===== config.mk =====
export PLATFORM = sky130hd
export DESIGN_NAME = spike_event_encoder
export DESIGN_NICKNAME = d
export VERILOG_FILES = /design/src/rtl/snn_pkg.sv /design/src/rtl/spike_evt_fifo.sv /design/src/rtl/spike_event_encoder.sv
export SDC_FILE = /design/constraint.sdc
export NUM_CORES = 1
export LEC_CHECK = 0
export CAP_MARGIN = 20
export CORE_MARGIN = 1
export CORE_UTILIZATION = 40
export DETAILED_ROUTE_END_ITERATION = 8
export GPL_ROUTABILITY_DRIVEN = 0
export PLACE_DENSITY = 0.68
export SETUP_SLACK_MARGIN = 0.2
export SYNTH_ARGS = -nofsm -noshare
export SYNTH_HDL_FRONTEND = slang
export SYNTH_SLANG_ARGS = --single-unit

===== constraint.sdc =====
create_clock -name clk -period 2.6 [get_ports clk]
set_input_delay 0.26 -clock clk [delete_from_list [all_inputs] [get_ports clk]]
set_output_delay 0.26 -clock clk [all_outputs]
set_load 0.005 [all_outputs]

===== src/rtl/snn_pkg.sv =====
// snn_pkg: shared timestamp width and type for the spiking pipeline
package snn_pkg;
  localparam int SNN_TS_W = 8;
  typedef logic [SNN_TS_W-1:0] snn_ts_t;
endpackage


===== src/rtl/spike_evt_fifo.sv =====
// spike_evt_fifo: synchronous show-ahead FIFO with push/pop/full/empty/level
module spike_evt_fifo #(
  parameter int WIDTH = 8,
  parameter int DEPTH = 4
) (
  input  logic                       clk,
  input  logic                       rst_n,
  input  logic                       push,
  input  logic [WIDTH-1:0]           wdata,
  input  logic                       pop,
  output logic [WIDTH-1:0]           rdata,
  output logic                       full,
  output logic                       empty,
  output logic [$clog2(DEPTH):0]     level
);
  localparam int AW = $clog2(DEPTH);
  logic [WIDTH-1:0] mem [DEPTH];
  logic [AW-1:0] wp, rp;
  logic do_push, do_pop;
  assign full    = level == (AW+1)'(DEPTH);
  assign empty   = level == '0;
  assign do_pop  = pop & ~empty;
  assign do_push = push & (~full | do_pop);
  assign rdata   = empty ? '0 : mem[rp];
  always_ff @(posedge clk) begin
    if (!rst_n) begin
      wp    <= '0;
      rp    <= '0;
      level <= '0;
    end else begin
      wp    <= wp + AW'(do_push);
      rp    <= rp + AW'(do_pop);
      level <= level + (AW+1)'(do_push) - (AW+1)'(do_pop);
    end
  end
  always_ff @(posedge clk)
    if (do_push) mem[wp] <= wdata;
endmodule


===== src/rtl/spike_event_encoder.sv =====
// spike_event_encoder: timestamps spikes into a show-ahead FIFO; SPIKE_DROP_CNT_EN adds a saturating drop counter
module spike_event_encoder
  import snn_pkg::*;
#(
  parameter int TS_W  = SNN_TS_W,
  parameter int DEPTH = 4
`ifdef SPIKE_DROP_CNT_EN
  , parameter int DROP_W = 8
`endif
) (
  input  logic                   clk,
  input  logic                   rst_n,
  input  logic                   en,
  input  logic                   spike_in,
  output logic                   evt_valid,
  input  logic                   evt_ready,
  output logic [TS_W-1:0]        evt_ts,
  output logic [$clog2(DEPTH):0] level,
  output logic                   overflow,
  input  logic                   clr_overflow
`ifdef SPIKE_DROP_CNT_EN
  , output logic [DROP_W-1:0]    drop_cnt
`endif
);
  logic [TS_W-1:0] ts;
  logic full, empty, spk, drop, push;
  assign spk       = en & spike_in;
  assign drop      = spk & full & ~evt_ready;
  assign push      = spk & ~drop;
  assign evt_valid = ~empty;
  always_ff @(posedge clk) begin
    if (!rst_n) ts <= '0;
    else if (en) ts <= ts + 1'b1;
  end
  always_ff @(posedge clk) begin
    if (!rst_n) overflow <= 1'b0;
    else if (drop) overflow <= 1'b1;
    else if (clr_overflow) overflow <= 1'b0;
  end
`ifdef SPIKE_DROP_CNT_EN
  always_ff @(posedge clk) begin
    if (!rst_n) drop_cnt <= '0;
    else if (clr_overflow) drop_cnt <= DROP_W'(drop);
    else if (drop && drop_cnt != '1) drop_cnt <= drop_cnt + 1'b1;
  end
`endif
  spike_evt_fifo #(.WIDTH(TS_W), .DEPTH(DEPTH)) u_fifo (
    .clk   (clk),
    .rst_n (rst_n),
    .push  (push),
    .wdata (ts),
    .pop   (evt_ready),
    .rdata (evt_ts),
    .full  (full),
    .empty (empty),
    .level (level)
  );
endmodule


# == After elaboration in Yosys (flattened, before gate mapping) ==
# Memory sizes are Yosys's and may differ from the RTL's. A register that Yosys moved wholly into a read port is not among the register bits.
# Index checks and enable logic that the tools add are counted.
# totals
n_memories,1
mem_bits_rw,32
in_bits,6
output_inout_bits,13
regBits,16
# op_classes
add_sub_neg,5
bitwise_logic,11
n_eq_ne,1
n_reduce_logical,2
muxes,6
# memory_table
memory,words,word_bits,read_ports,rd_clocked_by_memory_dff,wr,line_no,rtl
u_fifo.mem,4,8,1,1,1,spike_evt_fifo.sv:17,logic [WIDTH-1:0] mem [DEPTH];
# ops
operator,count
8-bit by 1-bit adder with 8-bit output (second input constant),1
8-bit two-way mux,1
1-bit bitwise AND,6
2-bit by 1-bit adder with 2-bit output,2
1-bit two-way mux,4
1-bit inverter,4
3-bit by 1-bit adder with 3-bit output,1
3-bit equality test (second input constant),1
3-bit logical NOT,1
3-bit by 1-bit subtractor with 3-bit output,1
2-bit two-way mux,1
2-bit nonzero test,1
1-bit bitwise OR,1

# == Longest topological paths before layout ==
# depth
word_depth,8
depth_mapped,10
depth_no_buf,10

# == By module ==
# From an unflattened synthesis, not the netlist that was laid out.
# hier_totals
hier_cells,132
area_unflattened_um2,1996.9
# by_module_without_submodules
mod,seq_area_each_um2,area_per_inst_um2,n_inst,cells_each
spike_evt_fifo,1101.1,1585.3,1,88
spike_event_encoder,180.2,411.6,1,44

# == Least setup slack after synthesis ==
# OpenSTA, ideal clock, no wires.
# synth_timing
path_kind,flip-flop to flip-flop
from,register u_fifo.level[2]
to,register u_fifo.level[2]
path_slack_ps,224
path_stages_with_launch,11
period_less_slack_ps,2376
path_buffers,0
arrival_time_ps,2262
cell_sequence,dfxtp_1 > nor3_1 > nor2b_1 > ha_1 > inv_1 > ha_1 > inv_1 > fa_1 > xnor2_1 > xnor2_1 > and2_1
# synth_between
elab_chain_cells,8
elab_cells_between_ends,13
cone_classes,2 x add/sub; 1 x eq/ne; 9 x bitwise; 1 x reduce/logical
# synth_rtl
element,line_no,rtl
from (decl),spike_evt_fifo.sv:14,output logic [$clog2(DEPTH):0] level
from (signal assigned),spike_evt_fifo.sv:33,level <= level + (AW+1)'(do_push) - (AW+1)'(do_pop);
3-bit equality test,spike_evt_fifo.sv:20,assign full = level == (AW+1)'(DEPTH);
1-bit bitwise AND (2 in a row),spike_event_encoder.sv:28,assign drop = spk & full & ~evt_ready;
1-bit inverter,spike_event_encoder.sv:29,assign push = spk & ~drop;
1-bit bitwise AND,spike_event_encoder.sv:29,
1-bit bitwise AND,spike_evt_fifo.sv:23,assign do_push = push & (~full | do_pop);
3-bit by 1-bit adder with 3-bit output,spike_evt_fifo.sv:33,
3-bit by 1-bit subtractor with 3-bit output (*),spike_evt_fifo.sv:33,
# Mark *: on every way between the ends. The rest lies on a longest branch, timed or not.
# A chain may end at the register's enable or synchronous reset.

==> results.md <==
Status:
- The flow ran to the end, and the final reports show no timing, DRC or antenna violations.

Place:
- The placed instance area is roughly 2300 µm².
- The quantity of I/O buffers inserted on ports is 18.
- Detailed placement ended at an HPWL of roughly 2200 µm.
- Prior to clock tree synthesis, the placed netlist has a worst setup slack of roughly 0.27 ns.

CTS:
- The post-cts sizing count is 0.
- The cell sitting at the root of the clock tree is a clkbuf_8.
- The CTS H-tree depth is 2.
- The maximum clock path buffer count is 2.
- After clock tree synthesis, the clock-pin slew on the worst setup and hold paths is around 0.080 ns.
- The clock insertion delay at the later pin of the skew report is about 0.30 ns.
- The count of clock tree sinks is 48.
- The number of CTS-inserted buffers is 5.
- The number of buffers added for setup after CTS is 0.
- TritonCTS built the clock tree.
- The number of hold buffers added after cts is 0.

Setup path:
- In this run the worst path has a maximum fanout of 9.
- At the worst endpoint, the arrival time is around 2.0 ns.
- The logic depth of the worst register-to-register path is 10.
- The kind of critical path is reg -> out.
- The worst setup path is captured at an output pin.
- At the worst endpoint, the required time is between 2 and 2.5 ns.
- STA classifies the critical path startpoint as a flip-flop.

Detailed routing:
- For this block, the routed nets add up to roughly 3300 µm of wire.
- The routed layout has between 1,000 and 1,500 vias.
- In this run, the number of DRC markers left after iteration 0 of detailed routing was 52.
- Using the TritonRoute via totals, the vias-per-cell ratio works out to 4.77.
- The count of nets left with antenna violations once routing finished came out at 0.
- In the routed design, unresolved DRC markers number 0.
- The number of search-and-repair iterations in the first detailed-routing pass is 4.
- After detailed routing, the average wire length per cell comes to 14.5 µm.

Finish:
- The antenna diode instance count is 0.
- At the end of the flow, the number of nets in the layout was between 150 and 200.
- At the end of the flow the core is filled with cells to 0.496.
- The share of layout cells above drive strength 1 is 0.146.
- Compared with the post-synthesis result, the final layout area differs by 18.7%.
- After routing the design area is between 2000 and 2500 µm².

Floorplan:
- The count of standard-cell rows is 25.
- The die covers about 5200 µm².
- The total area inside the core boundary comes to around 4700 µm².
- The initial core utilization is 0.418.
- The y dimension of the die is about 72 µm.
- From left edge to right edge, the die measures 72.2 µm.
- 19 I/O pins were placed.

Timing:
- After layout, the worst setup slack is between 0.3 and 0.4 ns.
- Across the routed clock network, the largest skew measured is just under 0.007 ns.
- Subtracting the final worst setup slack from the clock period gives between 2 and 2.5 ns.
- Setup repair after global routing left no endpoint under its margin.
- The number of pins with negative max-slew slack in the final report is 0.
- The headroom to the max-slew limit is 0.670.
- Based on the critical path, the design can be clocked at up to between 0.4 and 0.5 GHz.
- Setup violations remaining at the end of the flow were counted as 0.
- The number of endpoints with negative hold slack in the final report is 0.
- The final total negative setup slack is 0 ns.
- The final critical-path share of the clock period is 0.849.
- At the pin with the least slew margin, the transition time is 0.494 ns.

GRT:
- The first global-routing pass estimated about 5400 µm of wire.
- In the global route stage, overall resource usage came out at 0.143.
- The global-route congestion overflow total is 0.
- Entering global routing, the biggest net connects 18 pins.
- The number of global-route vias before repair is roughly 1,100.
- The initial antenna violation count is 0.

Logic synthesis:
- The predominant post-synthesis flop cell is edfxtp_1.
- The synthesized instance count is between 100 and 150.
- The post-synthesis sequential element count is 48.
- The share of flip-flops with an asynchronous set or reset is 0.
- The number of nets in the synthesized netlist is about 140.
- The combined area of all synthesized cells is 1970 µm².
- After synthesis, the netlist uses 29 different library cells.
- A synthesized cell averages approximately 15 µm².
- Counting flops with a built-in enable in the synthesized netlist gives 32.
- For this run, the number of Yosys warnings is 0.
- The sequential share of the synthesized area is 0.649.

Pwr:
- The static leakage is about 0.84 nW.
- The power per unit of standard cell area is approximately 830 nW/µm².
- The worst-case vdd ir drop is 0.360 mV.

Hold path:
- The worst hold path passes through 2 cells.
- The type of the tightest min-delay check is reg -> reg.

Flow run:
- Across the run, the number of max-cap violations was 0.
layout make-up:
type,instances,area [µm²]
Clock inverter,1,5.00
Multi-Input combinational cell,70,644
Tap cell,67,83.8
Fill cell,416,2380
Inverter,7,26.3
Clock buffer,7,76.3
Sequential cell,48,1280
Timing Repair Buffer,24,225
synthesized netlist by cell type (2+ instances only):
cell type  number  area share
or3_1           2      0.0063
mux2i_1         2       0.010
nor3b_1         2      0.0076
buf_2           2      0.0051
and2b_1         5       0.019
nor3_1          3      0.0076
nand3_1         2      0.0051
a21boi_0        2      0.0076
nand2_1         4      0.0076
xnor2_1         5       0.022
and2_1         11       0.035
o21ai_0         2      0.0051
xor2_1          3       0.013
nand4_1         2      0.0063
edfxtp_1       32        0.49
ha_1            5       0.032
dfxtp_1        16        0.16
mux4_2          8       0.091
nor2b_1         6       0.019
inv_1           6       0.011
sequential cells by signal (all words and copies together) (netlist names):
signal,cells
u_fifo.mem,32
u_fifo.rp,2
u_fifo.wp,2
ts,8
u_fifo.level,3
overflow,1
where the power goes:
group	total (mW)	internal [mW]	switching, mW
registers	0.913	0.861	0.0519
logic	0.614	0.388	0.226
clock network	0.421	0.189	0.232
total	1.95	1.44	0.509
per-layer routing:
| metal | GRT usage | share of wire | routed length, µm |
|---|---|---|---|
| met3 | 0.0375 | 0.035 | 114 |
| met2 | 0.226 | 0.50 | 1620 |
| met5 | 0 | 0 | 0 |
| met4 | 0.0741 | 0.026 | 86 |
| met1 | 0.182 | 0.44 | 1440 |
critical path, cell delays in order, from the launching register on:
cell             delay, ns
dfxtp_1               0.32
buf_4                 0.21
mux4_2                0.51
and2b_1               0.17
clkdlybuf4s50_1       0.44
through the flow:
stage                     power [mW]  hold slack [ns]  cells
after floorplan                 1.26            0.382    129
after global placement          1.54            0.500    216
after detailed placement        1.56            0.510    216
after CTS                       1.98            0.522    224
after global routing            2.07            0.536    224
final                           1.95            0.521    224
worst paths after layout:
path	start	end	slack, ns
setup / recovery	u_fifo.rp[0]$_SDFF_PN0_	evt_ts[1]	0.39
setup reg to reg	u_fifo.level[2]$_SDFF_PN0_	u_fifo.level[2]$_SDFF_PN0_	0.47
hold / removal	ts[7]$_SDFFE_PN0P_	ts[7]$_SDFFE_PN0P_	0.52
hold reg to reg	ts[7]$_SDFFE_PN0P_	ts[7]$_SDFFE_PN0P_	0.52
placed cells by master (no fill, tap or decap), types with 2 or more instances in the layout:
| cell | count |
|---|---|
| and2_1 | 11 |
| nand4_1 | 2 |
| xnor2_1 | 5 |
| nor3b_1 | 2 |
| and2b_1 | 5 |
| edfxtp_1 | 32 |
| o21ai_0 | 2 |
| inv_1 | 6 |
| or3_1 | 2 |
| nand2_1 | 4 |
| nor3_1 | 3 |
| buf_4 | 6 |
| clkdlybuf4s50_1 | 18 |
| mux4_2 | 8 |
| xor2_1 | 3 |
| mux2i_1 | 2 |
| clkbuf_8 | 5 |
| dfxtp_1 | 16 |
| clkbuf_1 | 2 |
| nand3_1 | 2 |
| nor2b_1 | 6 |
| ha_1 | 5 |
| a21boi_0 | 2 |
cell families after synthesis:
group	Yosys count	share of synthesized area
muxes	10	0.101
and+or+nand+nor	41	0.132
xor gates and xnor gates	8	0.0355
AOI/OAI and AO/OA	5	0.0159
adders and majority gates	6	0.0419
DFF	48	0.649
buffers and inverters	11	0.0241
Note: power is estimated with default switching activity, not from simulation.
